`config.mk`:
```
export PLATFORM = sky130hd
export DESIGN_NAME = ifetch_stage
export DESIGN_NICKNAME = d
export VERILOG_FILES = /design/src/rtl/ifetch_stage.sv
export SDC_FILE = /design/constraint.sdc
export NUM_CORES = 1
export LEC_CHECK = 0
export CAP_MARGIN = 10
export CORE_MARGIN = 2
export CORE_UTILIZATION = 45
export CTS_CLUSTER_SIZE = 12
export DETAILED_ROUTE_END_ITERATION = 7
export PLACE_DENSITY = 0.89
export SLEW_MARGIN = 25
export SYNTH_ARGS = -nofsm -noshare
export SYNTH_HDL_FRONTEND = slang
export SYNTH_SLANG_ARGS = --single-unit
```
`constraint.sdc`:
```
create_clock -name clk -period 2 [get_ports clk]
set_clock_uncertainty 0.2 [all_clocks]
set_input_delay 0.2 -clock clk [delete_from_list [all_inputs] [get_ports clk]]
set_output_delay 0.2 -clock clk [all_outputs]
set_load 0.02 [all_outputs]
```
`src/rtl/ifetch_stage.sv`:
```
// Instruction-fetch stage: owns the PC, talks to instruction memory over a
// variable-latency req/ack handshake and fills the IF/ID pipeline register.
module ifetch_stage #(
  parameter int              PC_W      = 9,
  parameter logic [PC_W-1:0] RESET_PC  = '0,
  parameter logic [31:0]     NOP_INSTR = 32'h0000_0013
) (
  input  logic               clk,
  input  logic               reset,
  input  logic               stall,
  input  logic               redirect,
  input  logic [PC_W-1:0]    redirect_pc,
  input  logic               halt_in,
  output logic               imem_req,
  output logic [PC_W-1:0]    imem_addr,
  input  logic               imem_ack,
  input  logic [31:0]        imem_rdata,
  output logic [PC_W+31:0]   if_id_out,
  output logic               if_id_valid,
  output logic               halted
);

  typedef enum logic [1:0] {
    S_FETCH  = 2'd0,
    S_HOLD   = 2'd1,
    S_HALTED = 2'd2
  } state_t;

  state_t            state_q, state_d;
  logic [PC_W-1:0]   pc_q, pc_d;
  logic [PC_W-1:0]   pend_pc_q, pend_pc_d;
  logic              drop_q, drop_d;
  logic [31:0]       hold_instr_q, hold_instr_d;
  logic [PC_W+31:0]  if_id_q, if_id_d;
  logic              valid_q, valid_d;

  logic [PC_W-1:0]   pc_inc;
  logic [PC_W-1:0]   redirect_aligned;
  logic [PC_W+31:0]  bubble;

  assign pc_inc           = pc_q + PC_W'(4);
  assign redirect_aligned = {redirect_pc[PC_W-1:2], 2'b00};
  assign bubble           = {pc_q, NOP_INSTR};

  always_ff @(posedge clk) begin
    if (reset) begin
      state_q      <= S_FETCH;
      pc_q         <= RESET_PC;
      pend_pc_q    <= RESET_PC;
      drop_q       <= 1'b0;
      hold_instr_q <= '0;
      if_id_q      <= {{PC_W{1'b0}}, NOP_INSTR};
      valid_q      <= 1'b0;
    end else begin
      state_q      <= state_d;
      pc_q         <= pc_d;
      pend_pc_q    <= pend_pc_d;
      drop_q       <= drop_d;
      hold_instr_q <= hold_instr_d;
      if_id_q      <= if_id_d;
      valid_q      <= valid_d;
    end
  end

  always_comb begin
    state_d      = state_q;
    pc_d         = pc_q;
    pend_pc_d    = pend_pc_q;
    drop_d       = drop_q;
    hold_instr_d = hold_instr_q;
    if_id_d      = if_id_q;
    valid_d      = valid_q;
    if (halt_in) begin
      state_d = S_HALTED;
      drop_d  = 1'b0;
      if_id_d = bubble;
      valid_d = 1'b0;
    end else begin
      unique case (state_q)
        S_FETCH: begin
          if (redirect) begin
            // A redirect with no ack must wait for the in-flight response to drain.
            if (imem_ack) begin
              pc_d   = redirect_aligned;
              drop_d = 1'b0;
            end else begin
              pend_pc_d = redirect_aligned;
              drop_d    = 1'b1;
            end
            if (!stall) begin
              if_id_d = bubble;
              valid_d = 1'b0;
            end
          end else if (imem_ack && drop_q) begin
            pc_d   = pend_pc_q;
            drop_d = 1'b0;
            if (!stall) begin
              if_id_d = bubble;
              valid_d = 1'b0;
            end
          end else if (imem_ack && stall) begin
            hold_instr_d = imem_rdata;
            state_d      = S_HOLD;
          end else if (imem_ack) begin
            if_id_d = {pc_q, imem_rdata};
            valid_d = 1'b1;
            pc_d    = pc_inc;
          end else if (!stall) begin
            if_id_d = bubble;
            valid_d = 1'b0;
          end
        end
        S_HOLD: begin
          if (redirect) begin
            pc_d    = redirect_aligned;
            drop_d  = 1'b0;
            state_d = S_FETCH;
            if (!stall) begin
              if_id_d = bubble;
              valid_d = 1'b0;
            end
          end else if (!stall) begin
            if_id_d = {pc_q, hold_instr_q};
            valid_d = 1'b1;
            pc_d    = pc_inc;
            state_d = S_FETCH;
          end
        end
        S_HALTED: begin
          if_id_d = bubble;
          valid_d = 1'b0;
        end
        default: state_d = S_FETCH;
      endcase
    end
  end

  always_comb begin
    imem_req    = (state_q == S_FETCH) && !reset;
    imem_addr   = {pc_q[PC_W-1:2], 2'b00};
    if_id_out   = if_id_q;
    if_id_valid = valid_q;
    halted      = (state_q == S_HALTED);
  end

endmodule
```
# Yosys cells after proc, flatten, opt, wreduce, memory -nomap -nowiden
# Cells that the tools add are included.
[classes]
addsub = 1
n_mul = 0
n_div = 0
n_lt_le_gt_ge = 0
n_eq_ne = 17
n_shift = 0
muxes = 37
bitwise_logic = 5
reduce_logical = 17
[ops]
columns = ["operator", "count"]
rows = [
  ["2-to-1 mux 41 bit", 8],
  ["one-hot mux 41 bit (3 select lines)", 1],
  ["2-to-1 mux 9 bit", 7],
  ["!= test 3 bit, second input constant", 7],
  ["one-hot mux 9 bit (2 select lines)", 1],
  ["AND reduction 5 bit", 3],
  ["2-to-1 mux 2 bit", 6],
  ["2-to-1 mux 1 bit", 11],
  ["!= test 2 bit, second input constant", 5],
  ["adder 9 x 3 -> 9 bit, second input constant", 1],
  ["AND reduction 3 bit", 3],
  ["!= test 4 bit, second input constant", 2],
  ["one-hot mux 2 bit (3 select lines)", 1],
  ["AND reduction 6 bit", 1],
  ["!= test 5 bit, second input constant", 1],
  ["inverter 1 bit", 5],
  ["AND reduction 4 bit", 1],
  ["nonzero test 4 bit", 1],
  ["logical AND 1 bit", 3],
  ["one-hot mux 1 bit (3 select lines)", 1],
  ["nonzero test 3 bit", 1],
  ["== test 2 x 1 -> 1 bit, second input constant", 1],
  ["== test 2 bit, second input constant", 1],
  ["zero test 2 bit", 1],
  ["4 further kinds", 4],
]
[totals]
register_bits = 93
latch_bits = 0
ram_bits = 0
mem_bits_ro = 0
out_inout_bits = 53
n_memories = 0

# Depth between registers and ports, before layout
# Gate-level depths: netlist (run 1).
[depth]
depth_word = 7
mapped_depth = 9
ltp_nobuf = 6

# Worst setup path before layout (run 1)
# No wires, ideal clock.
[synth_timing]
kind = "flip-flop to flip-flop"
startpoint = "register state_q[0]"
endpoint = "register if_id_q[34], in the netlist if_id_out[34]"
setup_ns = 0.141
arrival_ns = 1.792
t_required_ns = 1.659
path_slack_ns = -0.133
stages_incl_launch_ff = 8
path_buffers = 1
period_less_slack_ns = 2.133
path_cell_list = "dfxtp_1 -> inv_1 -> ha_1 -> buf_2 -> nand2b_1 -> a221o_1 -> o221ai_2 -> o22ai_1"
[synth_via]
elab_chain_cells = 3
[synth_rtl]
columns = ["item", "line", "rtl"]
rows = [
  ["start, declared", "29", "state_t state_q, state_d;"],
  ["start signal, assigned", "55", "state_q <= state_d;"],
  ["== test 2 x 1 -> 1 bit (tied with other cells)", "79", "unique case (state_q)"],
  ["!= test 4 bit (no source line) (tied with other cells)", "--", ""],
  ["AND reduction 3 bit (no source line) / 2-to-1 mux 41 bit (equally long branches)", "--", ""],
  ["end signal, assigned", "52", "if_id_q <= {{PC_W{1'b0}}, NOP_INSTR};"],
  ["end signal, assigned", "60", "if_id_q <= if_id_d;"],
  ["end, declared", "34", "logic [PC_W+31:0] if_id_q, if_id_d;"],
]
# Several ways; a longest one is shown, not always the timed one.
# A chain may end at the register's enable or synchronous reset.

# Final worst setup path (run 1)
[layout_timing]
startpoint = "register state_q[0]"
endpoint = "register if_id_q[0], in the netlist if_id_out[0]"
[layout_via]
elab_chain_cells = 3
[layout_rtl]
columns = ["item", "line"]
rows = [
  ["== test 2 x 1 -> 1 bit (tied with other cells)", "79"],
  ["!= test 3 bit (no source line) (tied with other cells)", "--"],
  ["AND reduction 3 bit (no source line)", "--"],
]
# Several ways; a longest one is shown, not always the timed one.

==> results by group, run 1 <==
Detailed routing
  – Detailed-route wire length: 13.19 mm
  – Residual DRC: 0
  – Vias after detailed routing: 4358
  – Top sig layer: met4
  – Met3 wire len: around 900 um
  – Detail Route Antenna Nets: 0
  – Metal2 WL: 6.554 mm
  – Initial DRC count: 419
  – Via density: 5.921
  – WL per Instance: 17.92 um
  – Met1 WL: roughly 5.3 mm
  – Drt pass-1 iters: 6

Clock network
  – CTS H-Tree Depth: 3
  – CTS Buf Count: 9
  – Reg clk slew, reported paths: 0.11 ns
  – Clock Latency Late Sink: approximately 0.37 ns
  – Clock Path Buffers: 2
  – Clock Sinks: between 90 and 100
  – CTS Root Cell: clkbuf_8
  – TritonCTS clock tree: done

Logic synthesis
  – Leading area contributor after synthesis: dfxtp_1
  – Mux cell area share after synthesis: 0.02469
  – Ys flop type: dfxtp_1
  – Post-synthesis xor/xnor area fraction: 0.004267
  – Adder-cell share of the synthesized area: 0.01524
  – Syn avg cell area: between 8 and 9 sq um
  – Post-synth cell types: 59
  – Largest family of logic cells by synthesized area: compound AO/OA/AOI/OAI gates
  – Area contributors post-synth: dfxtp_1, nand2_1, o22ai_1
  – Post-synth EDFFs: 0
  – Yosys top cell area share: 0.4438
  – Seq/Total Area, Yosys: 0.4438
  – #FFs+latches synth: 91
  – Ys async rst share: 0
  – Yosys warning count: 0
  – Synthesized instance count: about 490
  – Compound-Gate Fraction of Synth Area: 0.2527
  – Post-synthesis simple-gate area fraction: 0.1981
  – Synth Cell Area: 4105 sq um

Final layout
  – Final design area excluding fillers: around 6000 sq um
  – Commonest cells after routing, fill and taps aside: nand2_1, clkdlybuf4s50_1, dfxtp_1
  – Commonest non-fill, non-tap cell in the layout: nand2_1
  – Syn-to-layout area delta: 45.66%
  – Proportion of layout cells with a drive suffix above 1: 0.1911
  – Number of diodes: 0
  – # nets final: 675

Place
  – Pre-CTS setup slack: -0.1873 ns
  – Dpl cell area: 5552 sq um
  – Final HPWL DP: 8.802 mm
  – Placer Congestion: 0.8719
  – Port Buf Inserts: 95

Timing
  – Final Max Slew Viols: 0
  – Fin crit share: 1.027
  – Setup TNS: -0.3312 ns
  – Final hold vios: 0
  – Unrepaired setup endpoints after global routing: yes
  – Final setup vio count: 24
  – PnR worst setup slack: -0.05396 ns
  – Min cycle time layout: approximately 2 ns
  – Final hold slack: between 0.06 and 0.07 ns
  – Achievable frequency: 0.4869 GHz

Critical path
  – Worst reg2reg path startpoint: state_q[0]
  – RR Endpoint: if_id_out[0]
  – CP arrival: 2.14 ns
  – Req. time, crit path: approximately 2.1 ns
  – Reg2Reg Depth: 8
  – Setup Crit Path Kind: reg2reg
  – Startpoint Class: flip-flop
  – Max Fanout on Critical Path: 5
  – CP Capture Type: flip-flop
  – Reg-to-reg slack, setup: -0.05 ns

Power and ir drop
  – Tot Pwr: 3.988 mW
  – Clock share of power: 0.337
  – PD cells: 667.0 nW/um^2
  – Seq pwr share: 0.474
  – VDD IR max: 0.4144 mV
  – Combinational Power Share: 0.190
  – Cell Int Power: between 2 and 3 mW
  – Switching power: 1.151 mW
  – Switching share of power: 0.2886
  – Leakage Power: 2.093 nW

GRT
  – GRT Overall Usage: 0.2425
  – Antenna violations before repair: 0
  – Vias in the first global route: 4148
  – Largest net degree at the start of global routing: 37
  – Gr ovfl total: 0
  – First-pass GRT wire length: 19.64 mm

Floorplan
  – Die width: 99.51 um
  – Initial Utilization: 0.4684
  – Die Area: 9902 sq um
  – Core Region: 8763 sq um
  – Die Ht: 99.51 um
  – Top Ports: 100
  – Row count: 34

Worst hold path
  – Hold path start: reset
  – Worst hold endpoint: hold_instr_q[21]
  – Worst min path class: in2reg
  – Hold Path Depth: 3

Run status
  – Failing checks: negative setup slack
  – Run status: finished, violations left

Flow run
  – Max Cap Violations: 0
timing repair:
action	in CTS	in global routing
buffers inserted	1	7
setup endpoints to repair	29	44
pin swaps	4	11
hold buffers	0	0
gates cloned	0	1
resized for setup	10	22
worst max-delay path by stage:
stage                    start       endpoint  slack [ns]  cells after the start
CTS                 state_q[0]   if_id_out[0]      -0.006                      7
finish              state_q[0]   if_id_out[0]       -0.05                      8
floorplan           state_q[0]  if_id_out[11]       0.006                      8
global placement      imem_ack   if_id_out[1]       -0.08                      5
detailed placement    redirect   if_id_out[0]       -0.19                      6
global route        state_q[0]  if_id_out[11]       -0.14                      7
metrics by stage:
step | std cells | util
floorplan | 492 | -
global placement | 711 | 0.6335
detailed placement | 711 | 0.6335
CTS | 728 | 0.6626
global route | 736 | 0.6823
finish | 736 | 0.6823
metal layers:
metal  GRT usage  vias up
met4     0.09905        0
met2      0.4148      215
li1            -     2025
met5           0        -
met3     0.03865       43
met1      0.3049     2075
cells in the mapped netlist, types with 3 or more instances:
cell / n
buf_2: 12
and3b_1: 3
a21oi_1: 42
o311a_1: 3
a211o_1: 3
inv_1: 12
a221oi_1: 3
dfxtp_1: 91
a32oi_1: 5
buf_4: 6
o21ai_0: 4
and3_1: 5
nor2_1: 20
clkbuf_1: 20
nand2_1: 121
mux2i_1: 9
o22ai_1: 38
ha_1: 5
a222oi_1: 3
a311oi_1: 4
nor2b_1: 10
nand3_1: 5
a22oi_1: 22
kinds of logic (layout without fill, tap and decap cells):
logic type / count (synthesis) / after routing
AOI/OAI and AO/OA: 147 / 147
xor gates and xnor gates: 2 / 2
adders and majority gates: 5 / 5
buffers and inverters: 54 / 190
DFF: 91 / 91
muxes: 10 / 10
other: 1 / 2
and+or+nand+nor: 181 / 181
critical path, cell delays in order, from the launching register on:
cell and delay, ns:
dfxtp_4 0.38, inv_4 0.05, ha_4 0.27, nor4b_4 0.35, buf_4 0.20, a222oi_1 0.08
buf_4 0.16, and3_4 0.14, a221oi_2 0.15
power by group through the flow:
stage	combinational, mW	clock, mW	sequential, mW
global placement	0.653	0	1.93
finish	0.757	1.34	1.89
detailed placement	0.671	0	1.93
global route	0.798	1.42	1.89
CTS	0.686	1.35	1.89
floorplan	0.314	0	1.96
cell type report:
class,instances,area [sq um]
fillers,651,2784
multi-input cells,347,2200
flip-flops and latches,91,1827
repair buffers,161,1555
well taps,108,135.1
clock buffers,9,123.9
clock inverters,7,87.58
inverters,13,51.30
flip-flops by register name, summed over array words and instances, names as in the netlist:
register,cells
state_q,2
drop_q,1
hold_instr_q,32
pc_q,7
if_id_out,41
pend_pc_q,7
if_id_valid,1
(Power assumes the default switching activity.)
==> run 2, diff against run 1 <==
--- a/config.mk
+++ b/config.mk
@@ -11,6 +11,7 @@
 export CTS_CLUSTER_SIZE = 12
 export DETAILED_ROUTE_END_ITERATION = 7
 export PLACE_DENSITY = 0.89
+export REMOVE_ABC_BUFFERS = 1
 export SLEW_MARGIN = 25
 export SYNTH_ARGS = -nofsm -noshare
 export SYNTH_HDL_FRONTEND = slang
==> run 2 against run 1 <==
  * Count of clock-buffer cells in the layout rose by 1
  * Critical path type unchanged
  * Routed wire length is 22% higher
  * The flow still finishes with violations (negative setup slack)
  * Critical endpoint is now if_id_out[29]
  * Register-to-register slack got worse by 0.22 ns
  * Fmax shrank 9.7%
  * Sequential power is essentially flat
  * Setup slack got worse by 0.22 ns
==> results by group, run 2 (synthesis gave the netlist of run 1 again) <==
GRT
  – Antenna violations before repair: 0
  – Vias in the first global route: approximately 4400
  – GRT Overall Usage: 0.2749
  – Largest net degree at the start of global routing: 33
  – First-pass GRT wire length: ~22 mm
  – Gr ovfl total: 0

Critical path
  – Critical Path Slowest Stage Cell: dfxtp_2
  – CP dominant cell by count: buf_6
  – CP arrival: 2.37 ns
  – RR Endpoint: if_id_out[29]
  – Max Fanout on Critical Path: 6
  – Req. time, crit path: around 2.1 ns
  – CP cell instances: inv_2 > ha_4 > buf_6 > nor4b_4 > o311a_1 > buf_6 > buf_12 > a22oi_2 > o22ai_1
  – Reg2Reg Depth: 9
  – Crit path launch: state_q[0]
  – Startpoint Class: flip-flop
  – CP Capture Type: flip-flop
  – Reg-to-reg slack, setup: -0.28 ns
  – Worst reg2reg path startpoint: state_q[0]
  – Setup Crit Path Kind: reg2reg
  – CP max stage delay: 0.36 ns
  – Worst setup path end: if_id_out[29]

Final layout
  – Final non-filler cell total: about 750
  – Number of diodes: 0
  – Max reg flops: between 40 and 50
  – Proportion of layout cells with a drive suffix above 1: 0.2395
  – # nets final: 690
  – Util after Layout: 0.7184
  – Final design area excluding fillers: about 6300 sq um
  – Commonest non-fill, non-tap cell in the layout: nand2_1
  – Syn-to-layout area delta: 53.37%
  – Commonest cells after routing, fill and taps aside: nand2_1, clkdlybuf4s50_1, dfxtp_1

Timing
  – Final setup vio count: 47
  – Achievable frequency: 0.4394 GHz
  – PnR worst setup slack: -0.2758 ns
  – Unrepaired setup endpoints after global routing: yes
  – Fin crit share: 1.138
  – Final Max Slew Viols: 0
  – Min cycle time layout: 2.276 ns
  – Final hold vios: 0

Clock network
  – Reg clk slew, reported paths: 0.10 ns
  – Clock Path Buffers: 2
  – # hold bufs at CTS: 0
  – Clock Latency Late Sink: roughly 0.38 ns
  – Clock Sinks: 91
  – CTS H-Tree Depth: 3
  – CTS Buf Count: 9
  – CTS Root Cell: clkbuf_8
  – TritonCTS clock tree: done

Detailed routing
  – Detail Route Antenna Nets: 0
  – Via density: between 6 and 7
  – Met1 WL: 5.743 mm
  – Vias after detailed routing: 4816
  – Metal2 WL: 7.756 mm
  – WL per Instance: 21.41 um
  – Detailed-route wire length: 16.08 mm
  – Residual DRC: 0
  – Met3 wire len: 1.432 mm
  – Initial DRC count: between 500 and 600
  – Top sig layer: met4
  – Drt pass-1 iters: 5

Floorplan
  – Die Area: 9902 sq um
  – Initial Utilization: 0.4684
  – Top Ports: 100
  – Row count: 34
  – Die Ht: around 100 um
  – Die width: roughly 100 um
  – Core Region: 8763 sq um

Place
  – Dpl cell area: 5497 sq um
  – Cells after DPL: 708
  – Placer Congestion: 0.9123
  – Pre-CTS setup slack: -0.2592 ns
  – Final HPWL DP: 8.600 mm
  – Port Buf Inserts: between 90 and 100

Flow run
  – Max Cap Violations: 0

Power and ir drop
  – PD cells: 666.5 nW/um^2
  – Leakage Power: 2.204 nW
  – VDD IR max: 0.3947 mV

Worst hold path
  – Worst min path class: in2reg

Run status
  – Failing checks: negative setup slack
  – Run status: finished, violations left
[run 2: worst min path at each step]
stage	slack (ns)	depth (start not counted)	end	start
final	0.13	3	pend_pc_q[7]	reset
after floorplan	0.07	1	hold_instr_q[0]	reset
after detailed placement	0.25	2	hold_instr_q[11]	hold_instr_q[11]
after global placement	0.24	2	hold_instr_q[25]	hold_instr_q[25]
after CTS	0.14	3	pend_pc_q[7]	reset
after global routing	0.16	3	pend_pc_q[6]	reset
[run 2: per-layer routing]
| metal | global-route usage | vias to the layer above |
|---|---|---|
| li1 | - | 2050 |
| met1 | 0.3369 | 2276 |
| met2 | 0.4787 | 375 |
| met3 | 0.04357 | 115 |
| met4 | 0.1170 | 0 |
| met5 | 0 | - |
[run 2: repair_timing]
action,4_1_cts,5_1_grt
setup endpoints to repair,50,50
pin swaps,15,29
setup buffers,9,14
resized for setup,37,50
endpoints found under the hold margin,0,0
cloned,2,4
[run 2: where the power goes]
part / switching, mW / internal, mW / total, mW
Combinational: 0.448 / 0.420 / 0.868
Sequential: 0.0382 / 1.86 / 1.89
Clock: 0.713 / 0.722 / 1.44
Total: 1.20 / 3.00 / 4.20
[run 2: cell type report]
cell class / count / area (sq um)
fillers: 568 / 2467
multi-input cells: 347 / 2323
flip-flops and latches: 91 / 1827
repair buffers: 176 / 1735
well taps: 108 / 135.1
clock buffers: 10 / 127.6
clock inverters: 6 / 96.34
inverters: 13 / 51.30
[run 2: per-stage QoR]
stage	hold WS (ns)	power, mW	TNS, ns
floorplan	0.06907	2.209	-34.67
global placement	0.2417	2.567	-10.18
detailed placement	0.2501	2.590	-13.55
CTS	0.1373	4.043	-0.8504
global route	0.1595	4.310	-7.220
finish	0.1329	4.196	-5.384
[run 2: worst max-delay path, delay by kind of cell, from the launching register on]
| family | cells | cell delay [ns] |
|---|---|---|
| and+or+nand+nor | 1 | 0.24 |
| adders and majority gates | 1 | 0.26 |
| buffers and inverters | 4 | 0.48 |
| DFF | 1 | 0.36 |
| AOI/OAI and AO/OA | 3 | 0.63 |
